--- src/rtl/lsu_channel.sv ---
// Load/store channel for one thread: issues a single memory read or write per
// scheduler REQUEST and reports the result until the UPDATE stage.
module lsu_channel #(
  parameter int unsigned ADDR_BITS      = 8,
  parameter int unsigned DATA_BITS      = 8,
  parameter int unsigned TIMEOUT_CYCLES = 255
) (
  input  logic                 clk,
  input  logic                 reset,
  input  logic                 enable,
  input  logic [2:0]           core_state,
  input  logic                 decoded_mem_read_enable,
  input  logic                 decoded_mem_write_enable,
  input  logic [DATA_BITS-1:0] rs,
  input  logic [DATA_BITS-1:0] rt,
  output logic                 mem_read_valid,
  output logic [ADDR_BITS-1:0] mem_read_address,
  input  logic                 mem_read_ready,
  input  logic [DATA_BITS-1:0] mem_read_data,
  output logic                 mem_write_valid,
  output logic [ADDR_BITS-1:0] mem_write_address,
  output logic [DATA_BITS-1:0] mem_write_data,
  input  logic                 mem_write_ready,
  output logic [1:0]           lsu_state,
  output logic [DATA_BITS-1:0] lsu_out,
  output logic                 lsu_error
);

  localparam int unsigned CNT_BITS = (TIMEOUT_CYCLES < 2) ? 1 : $clog2(TIMEOUT_CYCLES + 1);
  localparam logic [2:0]  REQUEST  = 3'b011;
  localparam logic [2:0]  UPDATE   = 3'b110;

  typedef enum logic [1:0] {
    IDLE       = 2'b00,
    REQUESTING = 2'b01,
    WAITING    = 2'b10,
    DONE       = 2'b11
  } state_t;

  state_t               state_q, state_d;
  logic                 is_read_q, is_read_d;
  logic                 rd_valid_q, rd_valid_d;
  logic                 wr_valid_q, wr_valid_d;
  logic [ADDR_BITS-1:0] rd_addr_q, rd_addr_d;
  logic [ADDR_BITS-1:0] wr_addr_q, wr_addr_d;
  logic [DATA_BITS-1:0] wr_data_q, wr_data_d;
  logic [DATA_BITS-1:0] out_q, out_d;
  logic                 err_q, err_d;
  logic [CNT_BITS-1:0]  cnt_q, cnt_d;
  logic                 ready_c;
  logic                 timeout_c;

  // Only the ready of the latched operation can complete the transaction.
  assign ready_c   = is_read_q ? mem_read_ready : mem_write_ready;
  assign timeout_c = (TIMEOUT_CYCLES != 0) && (cnt_q == CNT_BITS'(TIMEOUT_CYCLES - 1));

  always_comb begin
    state_d    = state_q;
    is_read_d  = is_read_q;
    rd_valid_d = rd_valid_q;
    wr_valid_d = wr_valid_q;
    rd_addr_d  = rd_addr_q;
    wr_addr_d  = wr_addr_q;
    wr_data_d  = wr_data_q;
    out_d      = out_q;
    err_d      = err_q;
    cnt_d      = cnt_q;
    case (state_q)
      IDLE: begin
        // Read has priority when both decodes are asserted.
        if (core_state == REQUEST && (decoded_mem_read_enable || decoded_mem_write_enable)) begin
          is_read_d = decoded_mem_read_enable;
          state_d   = REQUESTING;
        end
      end
      REQUESTING: begin
        if (is_read_q) begin
          rd_addr_d  = ADDR_BITS'(rs);
          rd_valid_d = 1'b1;
        end else begin
          wr_addr_d  = ADDR_BITS'(rs);
          wr_data_d  = rt;
          wr_valid_d = 1'b1;
        end
        err_d   = 1'b0;
        cnt_d   = '0;
        state_d = WAITING;
      end
      WAITING: begin
        if (ready_c) begin
          if (is_read_q) out_d = mem_read_data;
          rd_valid_d = 1'b0;
          wr_valid_d = 1'b0;
          state_d    = DONE;
        end else begin
          cnt_d = cnt_q + CNT_BITS'(1);
          if (timeout_c) begin
            rd_valid_d = 1'b0;
            wr_valid_d = 1'b0;
            err_d      = 1'b1;
            state_d    = DONE;
          end
        end
      end
      DONE: begin
        if (core_state == UPDATE) state_d = IDLE;
      end
      default: state_d = IDLE;
    endcase
  end

  always_ff @(posedge clk or negedge reset) begin
    if (!reset) begin
      state_q    <= IDLE;
      is_read_q  <= 1'b0;
      rd_valid_q <= 1'b0;
      wr_valid_q <= 1'b0;
      rd_addr_q  <= '0;
      wr_addr_q  <= '0;
      wr_data_q  <= '0;
      out_q      <= '0;
      err_q      <= 1'b0;
      cnt_q      <= '0;
    end else if (enable) begin
      state_q    <= state_d;
      is_read_q  <= is_read_d;
      rd_valid_q <= rd_valid_d;
      wr_valid_q <= wr_valid_d;
      rd_addr_q  <= rd_addr_d;
      wr_addr_q  <= wr_addr_d;
      wr_data_q  <= wr_data_d;
      out_q      <= out_d;
      err_q      <= err_d;
      cnt_q      <= cnt_d;
    end
  end

  assign mem_read_valid    = rd_valid_q;
  assign mem_read_address  = rd_addr_q;
  assign mem_write_valid   = wr_valid_q;
  assign mem_write_address = wr_addr_q;
  assign mem_write_data    = wr_data_q;
  assign lsu_state         = state_q;
  assign lsu_out           = out_q;
  assign lsu_error         = err_q;

endmodule

--- config.mk ---
export PLATFORM = sky130hd
export DESIGN_NAME = lsu_channel
export DESIGN_NICKNAME = d
export VERILOG_FILES = /design/src/rtl/lsu_channel.sv
export SDC_FILE = /design/constraint.sdc
export NUM_CORES = 1
export LEC_CHECK = 0
export CAP_MARGIN = 20
export CORE_ASPECT_RATIO = 1.5
export CORE_MARGIN = 8
export CORE_UTILIZATION = 45
export CTS_CLUSTER_DIAMETER = 60
export DETAILED_ROUTE_END_ITERATION = 7
export GPL_TIMING_DRIVEN = 1
export MAX_ROUTING_LAYER = met4
export PLACE_DENSITY = 0.79
export SLEW_MARGIN = 25
export SYNTH_ARGS = -nofsm -noshare
export SYNTH_HDL_FRONTEND = slang
export SYNTH_SLANG_ARGS = --single-unit
export TNS_END_PERCENT = 5
--- constraint.sdc ---
create_clock -name clk -period 2.3 [get_ports clk]
set_clock_uncertainty 0.1 [all_clocks]
set_input_delay 0.46 -clock clk [delete_from_list [all_inputs] [get_ports clk]]
set_output_delay 0.46 -clock clk [all_outputs]
set_load 0.05 [all_outputs]
==> results of run 1 <==
## cell usage in the layout, fill, tap and decap left out, types with 2 or more instances in the layout
cell                              netlist  final
sky130_fd_sc_hd__clkbuf_8               0      5
sky130_fd_sc_hd__xnor2_1                5      5
sky130_fd_sc_hd__mux2_2                33     33
sky130_fd_sc_hd__a2111oi_2              3      3
sky130_fd_sc_hd__dfrtp_1               46     46
sky130_fd_sc_hd__inv_1                  6      6
sky130_fd_sc_hd__nand3_1                4      4
sky130_fd_sc_hd__nand4_1                3      3
sky130_fd_sc_hd__a21oi_1                3      3
sky130_fd_sc_hd__mux2i_1                2      2
sky130_fd_sc_hd__buf_4                  0      9
sky130_fd_sc_hd__nand2_1               10     10
sky130_fd_sc_hd__clkdlybuf4s50_1        0     69
sky130_fd_sc_hd__nand3b_1               2      2
sky130_fd_sc_hd__nor2_1                10     10
sky130_fd_sc_hd__a22o_1                 2      2
sky130_fd_sc_hd__o2bb2ai_1              2      2
sky130_fd_sc_hd__ha_1                   7      7
## cell families (layout without fill, tap and decap cells)
| family | Yosys count | in the layout | share of synthesized area [%] |
|---|---|---|---|
| xor+xnor | 5 | 5 | 2.08 |
| flops | 46 | 46 | 54.8 |
| simple gates | 34 | 34 | 7.56 |
| fa+ha+maj | 7 | 7 | 4.17 |
| mux | 36 | 36 | 19.4 |
| compound gates | 20 | 20 | 9.53 |
| buf+inv | 11 | 93 | 2.50 |
## layer usage
metal / up-vias / wire [um] / GRT usage [%] / part of all wire [%]
met2: 50 / 2380 / 24.5 / 50
li1: 730 / - / - / -
met1: 750 / 1970 / 15.4 / 41
met5: - / 0 / - / 0
met3: 6 / 373 / 6.04 / 7.8
met4: 0 / 55 / 5.21 / 1.2
## registers in the layout, summed over array words and instances, names as in the netlist
name               count
cnt_q                  8
is_read_q              1
lsu_error              1
lsu_out                8
lsu_state              2
mem_read_address       8
mem_read_valid         1
mem_write_address      8
mem_write_data         8
mem_write_valid        1
## report_power, final
part	leakage [nW]	switching, mW	internal, mW
Clock	0.0514	0.266	0.324
Sequential	0.578	0.200	1.13
Combinational	0.658	1.66	0.998
Total	1.29	2.13	2.46
## layout make-up
class,count,area [sq um]
fillers,357,1500
flip-flops and latches,46,1150
clock inverters,2,37.5
well taps,48,60.1
repair buffers,79,763
multi-input cells,102,897
clock buffers,6,72.6
inverters,6,22.5
## metrics by stage
step	worst slack (ns)	util [%]	total power, mW
2_1_floorplan	0.108	-	3.10
3_3_place_gp	0.221	64.3	4.00
3_5_place_dp	0.185	64.3	4.04
4_1_cts	0.171	66.7	4.65
5_1_grt	0.142	66.7	4.82
6_report	0.206	66.7	4.59
## synthesized netlist by cell type, drive strengths merged, types with 2 or more instances
| library cell | n | area, sq um |
|---|---|---|
| ha | 7 | 87.6 |
| nand4 | 3 | 18.8 |
| a2111oi | 4 | 72.6 |
| nand3b | 2 | 15.0 |
| nor2 | 10 | 37.5 |
| a21oi | 3 | 15.0 |
| nand2 | 10 | 37.5 |
| o2bb2ai | 2 | 17.5 |
| inv | 6 | 22.5 |
| nand3 | 4 | 20.0 |
| buf | 4 | 26.3 |
| xnor2 | 5 | 43.8 |
| a22o | 2 | 17.5 |
| dfrtp | 46 | 1150 |
| mux2i | 2 | 20.0 |
| mux2 | 34 | 387 |
## path summary, 6_finish.rpt
check	slack, ns	to	startpoint	cells after the start
hold reg to reg	0.41	mem_read_address[2]$_DFFE_PN0P_	mem_read_address[2]$_DFFE_PN0P_	1
hold / removal	0.003	lsu_state[0]$_DFFE_PN0P_	reset	1
min in group clk	0.41	mem_read_address[2]$_DFFE_PN0P_	mem_read_address[2]$_DFFE_PN0P_	1
setup / recovery	0.21	lsu_state[1]	lsu_state[1]$_DFFE_PN0P_	1
max in group asynchronous	1.54	mem_read_address[2]$_DFFE_PN0P_	reset	2
setup reg to reg	0.39	cnt_q[7]$_DFFE_PN0P_	lsu_state[0]$_DFFE_PN0P_	6
==> results.md, run 1 <==
- After the first detailed-routing iteration, the DRC count stood at 48.
- The kind of launch point of the worst setup path is a flop.
- The count of hold-fix buffers inserted at cts is 0.
- The source-to-sink clock delay at the later pin of the worst-skew pair is 0.29 ns.
- Entering global routing, the biggest net connects 22 pins.
- The yosys synthesis warning count is 0.
- The final-report hold violation count is 0.
- The sum of overflow across all layers after global routing is 0.
- The total area inside the core boundary comes to 4500 sq um.
- The post-synthesis cell type count is 34.
- The worst hold path belongs to the class in2async.
- For this run, asynchronously set or reset flops after synthesis account for 100%.
- TritonCTS built the clock tree.
- Post-CTS timing repair inserted 0 buffers for setup.
- In this run the worst path has a maximum fanout of 5.
- The maximum VDD drop is 1040 uV.
- The final weighted congestion of routability-driven global placement is 0.789.
- Dividing the detail-routed via count by the number of cells gives 5.31.
- After layout, the worst path uses 91.0% of the clock period.
- The clock buffer count from CTS is 5.
- Pin placement for this block handled 71 I/O pins.
- Counting both buffers and inverters, the worst setup path holds a total of 1.
- Setup repair after global routing left no endpoint under its margin.
- The worst setup path is captured at an output port.
- The number of instances in the placed design is 281.
- The number of global-route vias before repair is 1749.
- The number of endpoints failing setup at the final stage is 0.
- The number of enable-type register cells in the synthesized netlist is 0.
- The synthesized netlist cell count is 159.
- The die area is 7160 sq um.
- The final instance area is 3000 sq um.
- The first global-routing pass estimated 8.20 mm of wire.
- The finished layout holds 289 standard cells, fillers aside.
- The post-route netlist has 23.7% of its cells at a drive strength greater than 1.
- In this run the cell area of the synthesized design comes to 2100 sq um.
- The worst pin sits at a relative slew slack of 64.0%.
- The worst setup path is of the reg2out kind.
- The commonest register cell after synthesis is sky130_fd_sc_hd__dfrtp_1.
- The run finished with clean final reports.
- The largest single stage delay on the critical path is 0.83 ns.
- In this run the clock root is driven by a sky130_fd_sc_hd__clkbuf_8.
- The final layout contains routed wiring with a total length of 4.78 mm.
- Across the run, the number of max-cap violations was 0.
- The number of remaining DRC errors is 0.
- The cell family contributing the most delay on the critical path is buffers and inverters.
- The final layout contains 281 nets.
- The number of cell rows is 30.
- The initial cell density of the core is 46.6%.
- In this run the remaining antenna-violating nets after routing total 0.
- After detailed routing, the average wire length per cell comes to 16.5 um.
- The overall track demand over capacity in global routing is 14.8%.
- Dividing the synthesized area by the synthesized cell count gives 13.2 sq um.
- The H-tree was split into 2 levels.
- The maximum operating frequency is 0.478 GHz.
- In this run the vertical extent of the chip is 99.7 um.
- Final hold analysis gives a worst-case slack of 0.00349 ns.
- The clock transition time at the flip-flop clock pins of the worst setup and hold paths is 0.08 ns.
- The total count of max-transition violations in the final report is 0.
- The sum of net half-perimeters after detailed placement is 3.76 mm.
- The final route contains 1536 vias.
- The maximum root-to-sink buffer count is 2.
- The initial antenna violation count is 0.
- The width of the die is 71.8 um.
- The instance area at placement is 2890 sq um.
- The signal on the critical path passes through clkdlybuf4s50_1.
- For the worst setup path, the data required time is 1.74 ns.
- For this design the ratio of total power to cell area is 1530 nW/um^2.
- The count of inserted antenna diode cells is 0.
- The shortest period the worst path allows is 2.09 ns.
- The area added between synthesis and finish is 43.0%.
- The share of the Yosys chip area taken by registers is 54.8%.
- The measured slew at the worst slew-check pin is 0.538 ns.
- The first-pass iteration count of the detailed router is 4.
- Port buffering added 70 buffers.
- The number of synthesized register bits is 46.
- The post-cts repair resize count is 0.
- The count of clock tree sinks is 46.
- The sum of negative setup slack is 0 ns.
- For this design the static power due to leakage is 1.29 nW.
- The number of nets in the synthesized netlist is 200.
- The slowest cell on the critical path is sky130_fd_sc_hd__clkdlybuf4s50_1.
- Data on the critical path arrives at its endpoint at 1.53 ns.
Power figures use the tool's default switching activity.
==> inputs of run 2 (changes only) <==
--- a/config.mk
+++ b/config.mk
@@ -7,14 +7,14 @@
 export LEC_CHECK = 0
 export CAP_MARGIN = 20
 export CORE_ASPECT_RATIO = 1.5
-export CORE_MARGIN = 8
+export CORE_MARGIN = 5
 export CORE_UTILIZATION = 45
 export CTS_CLUSTER_DIAMETER = 60
 export DETAILED_ROUTE_END_ITERATION = 7
 export GPL_TIMING_DRIVEN = 1
 export MAX_ROUTING_LAYER = met4
 export PLACE_DENSITY = 0.79
-export SLEW_MARGIN = 25
+export SLEW_MARGIN = 20
 export SYNTH_ARGS = -nofsm -noshare
 export SYNTH_HDL_FRONTEND = slang
 export SYNTH_SLANG_ARGS = --single-unit
==> run 2 against run 1 <==
Effect of this change:
- core utilization down 0.25 points
- final area increased by 0.46%
- first-iteration DRC count increased by 13%
- combinational power is essentially flat
- via count shrank 0.46%
==> results.md, run 2 (same netlist as run 1, synthesis figures left out) <==
- The run finished with clean final reports.
- The number of antenna-violating nets in the routed design is 0.
- The total count of max-transition violations in the final report was 0.
- In the layout the commonest cells are sky130_fd_sc_hd__clkdlybuf4s50_1 (69), sky130_fd_sc_hd__dfrtp_1 (46), sky130_fd_sc_hd__mux2_2 (33).
- The total overflow left after global routing is 0.
- Dividing total power by cell area gives a power density of 1510 nW/um^2.
- The routed length per placed instance is 14.6 um.
- Summing over every cut layer, the via total after detailed routing is 1529.
- The number of remaining DRC errors is 0.
- The area added between synthesis and finish is 43.7%.
- During I/O placement, the number of pins put on the boundary was 71.
- The terminus of the critical flop-to-flop path is cnt_q[7]$_DFFE_PN0P_.
- The number of max-cap violations is 0.
- The H-tree was split into 2 levels.
- The final weighted congestion of routability-driven global placement is 0.754.
- 0 antenna diodes ended up in the layout.
- For this design, the CTS-stage hold fixing added 0 buffers.
- The initial cell density of the core is 46.3%.
- Setup repair after global routing left no endpoint under its margin.
- The endpoint of the most critical setup path is lsu_state[1].
- The placeable core region is 4540 sq um.
- The initial antenna violation count is 0.
- The slowest cell on the critical path is sky130_fd_sc_hd__clkdlybuf4s50_1.
- The number of stages on the worst setup path is 1.
- The share of cells above drive strength 1 is 22.6%.
- The endpoint class of the critical path is an output port.
- The most critical setup path has its startpoint at lsu_state[1]$_DFFE_PN0P_.
- The global-route wire length before repair is 7.40 mm.
- The clock transition time at the flip-flop clock pins of the worst setup and hold paths is 0.08 ns.
- In the final timing run, aggregate negative setup slack is 0 ns.
- CTS placed an instance of sky130_fd_sc_hd__clkbuf_8 at the clock tree root.
- For this run, the post-layout net count is 279.
- The number of endpoints failing setup at the final stage is 0.
- In this run the core area contains 30 standard-cell rows.
- Data arrives at the worst endpoint at 1.56 ns.
- The width of the die is 65.8 um.
- Walking the worst path, the cells encountered are clkdlybuf4s50_1.
- The final-report hold violation count is 0.
- The final setup slack of the worst path is 0.177 ns.
- The maximum fanout along the worst path is 5.
- The number of global-route vias before repair is 1633.
- The die area is 6160 sq um.
- On the worst path, the slowest cell contributes a delay of 0.84 ns.
- The maximum operating frequency is 0.471 GHz.
- The count of input and output buffers is 70.
- The number of post-CTS setup repair buffers is 0.
- The die is 93.7 um tall.
- Entering global routing, the biggest net connects 47 pins.
- The leakage power of the design is 1.28 nW.
- The maximum root-to-sink buffer count is 2.
- After the first detailed-routing iteration, the DRC count stood at 54.
- At the worst endpoint, the required time is 1.74 ns.
- The classification of the worst-slack hold path is in2async.
- The worst setup slack before clock tree synthesis is 0.161 ns.
- The startpoint-to-endpoint class of the critical path is reg2out.
- The post-route fraction of the period consumed by the critical path is 92.3%.
- The post-cts repair resize count is 0.
- The clock buffer count from CTS is 5.
- The routed design could run at a clock period as short as 2.12 ns.
- The wire length after detailed routing is 4.43 mm.
- The kind of launch point of the worst setup path is a flop.
- The first-pass iteration count of the detailed router is 4.
- The most frequent standard cell in the layout excluding fill and tap cells is sky130_fd_sc_hd__clkdlybuf4s50_1.
- The source of the worst register-to-register timing path is lsu_state[0]$_DFFE_PN0P_.
- The cell family contributing the most delay on the critical path is buffers and inverters.
- The clock tree from TritonCTS is built.
- In this run the tightest slew margin relative to its limit is 61.9%.
- The buffering stage count on the worst path with inverters included is 1.
- The ratio of routed vias to standard cells is 5.05.
- The sum of net half-perimeters after detailed placement is 3.29 mm.
- After detailed placement, the design holds a cell count of 295.
- The overall track demand over capacity in global routing is 16.0%.
- The final cell count without fillers is 303.
- The clock net in this run drives a total of 46 sinks.
- The number of cells on the worst reg-to-reg path is 7.
- Setup slack on the worst reg-to-reg path comes out at 0.48 ns.
- The later pin in the worst-skew pair is clocked with a latency of 0.29 ns.
- The maximum VDD drop is 1100 uV.
- For the pin with the worst max-slew slack, the measured transition is 0.571 ns.
[run 2: how the worst min path moves through the flow]
stage	from	to	slack, ns	cells past startpoint
CTS	reset	cnt_q[6]$_DFFE_PN0P_	0.17	2
finish	reset	lsu_state[0]$_DFFE_PN0P_	0.14	2
detailed placement	mem_write_address[3]$_DFFE_PN0P_	mem_write_address[3]$_DFFE_PN0P_	0.39	1
global placement	mem_write_data[7]$_DFFE_PN0P_	mem_write_data[7]$_DFFE_PN0P_	0.39	1
global route	reset	is_read_q$_DFFE_PN0P_	0.20	2
floorplan	reset	cnt_q[0]$_DFFE_PN0P_	0.06	0
[run 2: metal layers]
| layer | wire length, um | up-vias | GRT usage, % |
|---|---|---|---|
| met5 | 0 | - | - |
| met4 | 98 | 0 | 5.71 |
| met3 | 315 | 10 | 5.27 |
| met2 | 2210 | 57 | 26.5 |
| met1 | 1810 | 732 | 17.7 |
| li1 | - | 730 | - |
[run 2: layout make-up]
type	count	area [sq um]
timing repair buffer	77	761
tap	64	80.1
multi-input combinational	102	897
clock inverter	1	30.0
inverter	6	22.5
fill	344	1520
sequential	46	1150
clock buffer	7	76.3
[run 2: per-stage QoR]
| stage | utilization, % | hold slack [ns] | power [mW] | area [sq um] |
|---|---|---|---|---|
| 5_1_grt | 66.4 | 0.199 | 4.81 | 3020 |
| 3_5_place_dp | 64.1 | 0.392 | 4.01 | 2910 |
| 3_3_place_gp | 64.1 | 0.386 | 3.97 | 2910 |
| 6_report | 66.4 | 0.137 | 4.55 | 3020 |
| 2_1_floorplan | - | 0.0644 | 3.10 | 2100 |
| 4_1_cts | 66.4 | 0.168 | 4.60 | 3020 |
[run 2: power breakdown]
part           total [mW]  leakage [nW]  switching [mW]  internal (mW)
clock network       0.578        0.0524           0.253          0.325
registers            1.33         0.578           0.198           1.13
logic                2.64         0.653            1.64          0.998
total                4.55          1.28            2.09           2.46
